### config.mk
export PLATFORM = sky130hd
export DESIGN_NAME = prog_clockdiv
export DESIGN_NICKNAME = d
export VERILOG_FILES = /design/src/rtl/prog_clockdiv.sv
export SDC_FILE = /design/constraint.sdc
export NUM_CORES = 1
export LEC_CHECK = 0
export ABC_CLOCK_PERIOD_IN_PS = 5330
export CAP_MARGIN = 10
export CORE_UTILIZATION = 60
export CTS_CLUSTER_SIZE = 28
export DETAILED_ROUTE_END_ITERATION = 16
export PLACE_DENSITY = 0.85
export SLEW_MARGIN = 20
export SYNTH_ARGS = -nofsm -noshare
export SYNTH_HDL_FRONTEND = slang
export SYNTH_SLANG_ARGS = --single-unit
### constraint.sdc
create_clock -name iclk -period 5.33 [get_ports iclk]
set_clock_uncertainty 0.05 [all_clocks]
set_input_delay 1.066 -clock iclk [delete_from_list [all_inputs] [get_ports iclk]]
set_output_delay 1.066 -clock iclk [all_outputs]
set_load 0.1 [all_outputs]
### src/rtl/prog_clockdiv.sv
// rtl/prog_clockdiv.sv - runtime-programmable glitch-free clock divider with edge pulses
//
// Divides iclk by 2*ohalf. A new half-period is staged in a shadow register
// and only becomes active at a period boundary (or on iclear), so oclk never
// shows a runt phase.
//
// Ports:
//   iclk      master clock, the only clock
//   irst_n    asynchronous active-low reset
//   ien       count enable; low freezes counter and oclk
//   iclear    synchronous restart (highest priority)
//   iload     one-cycle strobe capturing ihalf into the shadow register
//   ihalf     requested half-period in iclk cycles (0 treated as 1)
//   oclk      registered divided clock
//   orise     one-cycle pulse in the first cycle oclk reads 1
//   ofall     one-cycle pulse in the first cycle oclk reads 0
//   opending  shadow value captured but not yet applied
//   ohalf     active half-period
module prog_clockdiv #(
    parameter int          CNT_WIDTH    = 32,
    parameter int unsigned DEFAULT_HALF = 50000
) (
    input  logic                 iclk,
    input  logic                 irst_n,
    input  logic                 ien,
    input  logic                 iclear,
    input  logic                 iload,
    input  logic [CNT_WIDTH-1:0] ihalf,
    output logic                 oclk,
    output logic                 orise,
    output logic                 ofall,
    output logic                 opending,
    output logic [CNT_WIDTH-1:0] ohalf
);

    localparam logic [CNT_WIDTH-1:0] ONE        = CNT_WIDTH'(1);
    localparam logic [CNT_WIDTH-1:0] RESET_HALF =
        (CNT_WIDTH'(DEFAULT_HALF) == '0) ? ONE : CNT_WIDTH'(DEFAULT_HALF);

    logic [CNT_WIDTH-1:0] count;
    logic [CNT_WIDTH-1:0] shadow;
    logic [CNT_WIDTH-1:0] ihalf_cl;
    logic                 boundary;

    // A half-period of 0 would never terminate; treat it as 1.
    assign ihalf_cl = (ihalf == '0) ? ONE : ihalf;

    // ohalf is never 0, so ohalf-1 cannot wrap and count stays below ohalf.
    assign boundary = ien && !iclear && (count == ohalf - ONE);

    always_ff @(posedge iclk or negedge irst_n) begin
        if (!irst_n) begin
            count    <= '0;
            oclk     <= 1'b0;
            orise    <= 1'b0;
            ofall    <= 1'b0;
            opending <= 1'b0;
            shadow   <= RESET_HALF;
            ohalf    <= RESET_HALF;
        end else if (iclear) begin
            count    <= '0;
            oclk     <= 1'b0;
            orise    <= 1'b0;
            ofall    <= oclk;
            opending <= 1'b0;
            if (iload) begin
                ohalf <= ihalf_cl;
            end else if (opending) begin
                ohalf <= shadow;
            end
        end else if (boundary) begin
            count <= '0;
            oclk  <= ~oclk;
            orise <= ~oclk;
            ofall <= oclk;
            // A load landing on the boundary applies directly and supersedes
            // any older pending value.
            if (iload) begin
                ohalf    <= ihalf_cl;
                shadow   <= ihalf_cl;
                opending <= 1'b0;
            end else if (opending) begin
                ohalf    <= shadow;
                opending <= 1'b0;
            end
        end else begin
            orise <= 1'b0;
            ofall <= 1'b0;
            if (ien) begin
                count <= count + ONE;
            end
            if (iload) begin
                shadow   <= ihalf_cl;
                opending <= 1'b1;
            end
        end
    end

endmodule

==> summary.md <==
| Metric | Value |
|---|---|
| CP bufs+invs | `3` |
| DR iter-0 viols | `361` |
| CTS tree | `done` |
| VDD IR-drop max | `0.000295 V` |
| Die Area | `0.0107 mm²` |
| Post-synth EDFFs | `0` |
| Antenna violations before repair | `0` |
| First-pass GRT wire length | `25800 µm` |
| Area growth from synthesis to layout | `15.8%` |
| FF/Latch Area | `0.00252 mm²` |
| Status | `finished, final reports clean` |
| RSZ-0062 raised after global routing | `false` |
| Max-Cap Viols | `0` |
| Cells after Synth | `709` |
| Final Util | `72.2%` |
| Final global-route overflow total | `0` |
| Cell mode on critical path | `buf_4` |
| Critical path capture point type | `register` |
| Ant diodes | `0` |
| Post-synthesis adder-cell area fraction | `0.407%` |
| Post-synthesis mux area share | `6.53%` |
| CP max stage cell | `or4b_2` |
| Syn nets | `748` |
| Reg-to-Reg Start | `ohalf[0]` |
| Synth async-reset ratio | `100%` |
| DR pass1 iterations | `5` |
| Slew Limit Fails | `0` |
| Hold Path End | `shadow[0]` |
| Final setup fails | `0` |
| Worst-skew pair later-pin latency | `0.39 ns` |
| CTS sink count | `100` |
| Fin. Hold Viols | `0` |
| Crit-path cells | `inv_1 > ha_1 > nor3b_1 > buf_4 > nand4_1 > nor4_1 > mux2_2 > or4b_2 > o21ai_4 > buf_4 > a221oi_1` |
| Worst-case headroom to the max-slew limit | `28.8%` |
| Postcts setup bufs | `0` |
| Core area | `0.00986 mm²` |
| # port buffers | `72` |
| DR DRC count | `0` |
| H-tree levels | `3` |
| Layout Cell Area excl Fill | `0.00712 mm²` |
| GRT Util Overall | `31.8%` |
| DRT Wirelength | `16000 µm` |
| Largest stage delay, worst path | `0.77 ns` |
| Dpl ws | `1.09 ns` |
| Worst hold path startpoint | `shadow[0]` |
| Reg2reg setup slack | `1.21 ns` |
| Final nets | `794` |
| Worst Tran Pin Value | `1.07 ns` |
| Sequential cell area fraction in the yosys report | `40.9%` |
| Num CTS Buffers | `9` |
| Top-Level Pins | `73` |
| Worst hold path type | `reg -> reg` |
| YS warnings | `0` |
| DP HPWL | `11600 µm` |
| Via/cell ratio | `6.30` |
| Worst hold path depth | `2` |
| Fin Hold WS | `0.457 ns` |
| Post-DP Area | `0.00692 mm²` |
| Clock period minus worst slack | `4.12 ns` |
| Chip Height | `103 µm` |
| FF+latch count, synth | `100` |
| Setup TNS | `0 ns` |
| Critical path class | `reg -> reg` |
| Dominant synthesized flop cell | `dfrtp_1` |
| Initial Util | `62.4%` |
| Worst endpoint required time | `5.53 ns` |
| Via count | `5628` |
| Setup WS post-layout | `1.21 ns` |
| CTS Hold Bufs | `0` |
| R2R depth | `11` |
| Leakage Power | `2.72 nW` |
| DR WL/cell | `18.0 µm` |
| Clk slew on worst S/H paths | `0.10 ns` |
| Routability cong. | `0.907` |
| Die X | `103 µm` |
| Largest family of logic cells by synthesized area | `simple AND/OR/NAND/NOR gates` |
| Fmax | `243 MHz` |
| CP delay by family, top | `simple AND/OR/NAND/NOR gates` |
| Share of cells above drive strength 1 | `10.7%` |
| Mapped Area | `0.00615 mm²` |
| ANT nets after route | `0` |
| Footprint of the multi-input gates | `0.00340 mm²` |
| Largest net degree at the start of global routing | `71` |
| Worst setup SP type | `register` |
| Worst-path fanout max | `32` |
| CTS Buffer Depth | `2` |
| Layout fillers | `749` |
| Synth unique cells | `63` |
| Vias in the first global route | `5273` |
| Final period util | `77.3%` |
| Simple-Gate Fraction of Synth Area | `26.5%` |
| Synth Area in XOR/XNOR | `9.26%` |
| PD cells | `313 mW/mm²` |
| Reg2reg end | `ohalf[19]` |
| CTS resizes | `0` |
| Root Driver | `clkbuf_8` |
| FP Rows | `36` |
| Critical Path AT | `4.32 ns` |
| Synthesized area per cell | `8.68 µm²` |
| Compound-gate portion of the synthesized area | `12.6%` |
-- cells in the mapped netlist, drive strengths merged (2+ instances only) --
cell	instances	share of area, %
or3	7	0.79
xor2	32	4.6
a211oi	4	0.49
or2	2	0.20
or4	5	0.67
inv	11	0.67
nor2	149	9.1
o22ai	4	0.41
nand2b	4	0.41
xnor2	33	4.7
a21oi	5	0.41
dfstp	12	5.1
nand2	60	3.7
dfrtp	88	36
clkbuf	35	2.1
o311ai	4	0.57
and3	7	0.71
nor4b	3	0.43
nand4	17	1.7
a31oi	4	0.41
o21ai	40	3.4
or3b	2	0.28
a221oi	32	4.6
mux2	33	6.0
nand3	17	1.4
nor2b	6	0.61
nor4	22	2.3
a2bb2oi	2	0.28
ha	2	0.41
and4	7	1.0
nor3	17	1.5
or4b	3	0.49
mux2i	3	0.49
nor3b	3	0.37
buf	12	0.96
o211ai	2	0.24
and2	4	0.41
-- worst max-delay path by stage --
stage | start | end | slack, ns | depth (start not counted)
after CTS | ohalf[0] | ohalf[19] | 1.26 | 11
after global placement | ien | ohalf[12] | 1.26 | 9
after detailed placement | ien | ohalf[12] | 1.09 | 9
final | ohalf[0] | ohalf[19] | 1.21 | 11
after global routing | ohalf[0] | ohalf[13] | 1.07 | 11
after floorplan | ohalf[0] | ohalf[11] | 1.21 | 11
-- cells in the final DEF, fill, tap and decap left out, drive strengths merged, types with 4 or more instances in the layout --
| cell | instances |
|---|---|
| nand3 | 17 |
| nand4 | 17 |
| o311ai | 4 |
| clkbuf | 12 |
| xnor2 | 33 |
| nand2 | 60 |
| a31oi | 4 |
| nor2 | 149 |
| a21oi | 5 |
| mux2 | 33 |
| clkdlybuf4s50 | 71 |
| a221oi | 32 |
| or4 | 5 |
| nor3 | 17 |
| and4 | 7 |
| or3 | 7 |
| o22ai | 4 |
| o21ai | 40 |
| dfstp | 12 |
| xor2 | 32 |
| nor2b | 6 |
| nand2b | 4 |
| and2 | 4 |
| nor4 | 22 |
| buf | 11 |
| a211oi | 4 |
| dfrtp | 88 |
| inv | 12 |
| and3 | 7 |
-- power by group --
| part | switching, mW | leakage [nW] | internal, mW |
|---|---|---|---|
| Clock | 0.272 | 0.101 | 0.234 |
| Combinational | 0.512 | 1.39 | 0.233 |
| Sequential | 0.132 | 1.23 | 0.848 |
-- routing by layer --
metal / track usage (%) / vias up / wire (µm)
met5: 0 / - / 0
met4: 10.6 / 0 / 280
met3: 7.39 / 27 / 1020
met2: 51.1 / 203 / 7820
met1: 42.9 / 2770 / 6910
li1: - / 2628 / -
-- sequential cells by signal (all words and copies together), names as in the netlist --
register and flops:
opending 1, shadow 32, ohalf 32, oclk 1
count 32, ofall 1, orise 1
-- worst register-to-register path, cell delays in order, from the launching register on --
cell	delay, ns
dfrtp_1	0.50
inv_1	0.10
ha_1	0.25
nor3b_1	0.21
buf_4	0.18
nand4_1	0.41
nor4_1	0.42
mux2_2	0.41
or4b_2	0.78
o21ai_4	0.19
buf_4	0.33
a221oi_1	0.18
-- area by class of cell --
cell class | count | share of cell area, %
Timing Repair Buffer | 82 | 11.1
Clock inverter | 4 | 0.791
Sequential cell | 100 | 35.3
Tap cell | 133 | 2.34
Inverter | 11 | 0.580
Multi-Input combinational cell | 551 | 47.8
Clock buffer | 12 | 2.04
-- cells by family after synthesis --
kind of cell | Yosys count
buffers and inverters | 58
flip-flops | 100
multiplexers | 36
AND/OR/NAND/NOR | 338
adder cells (fa/ha/maj) | 2
AO/OA/AOI/OAI | 110
XOR/XNOR | 65
-- stage by stage --
stage / instances / power (mW)
floorplan: 709 / 1.51
global placement: 877 / 1.71
finish: 893 / 2.23
detailed placement: 877 / 1.73
CTS: 893 / 2.23
global route: 893 / 2.32
Power figures use the tool's default switching activity.
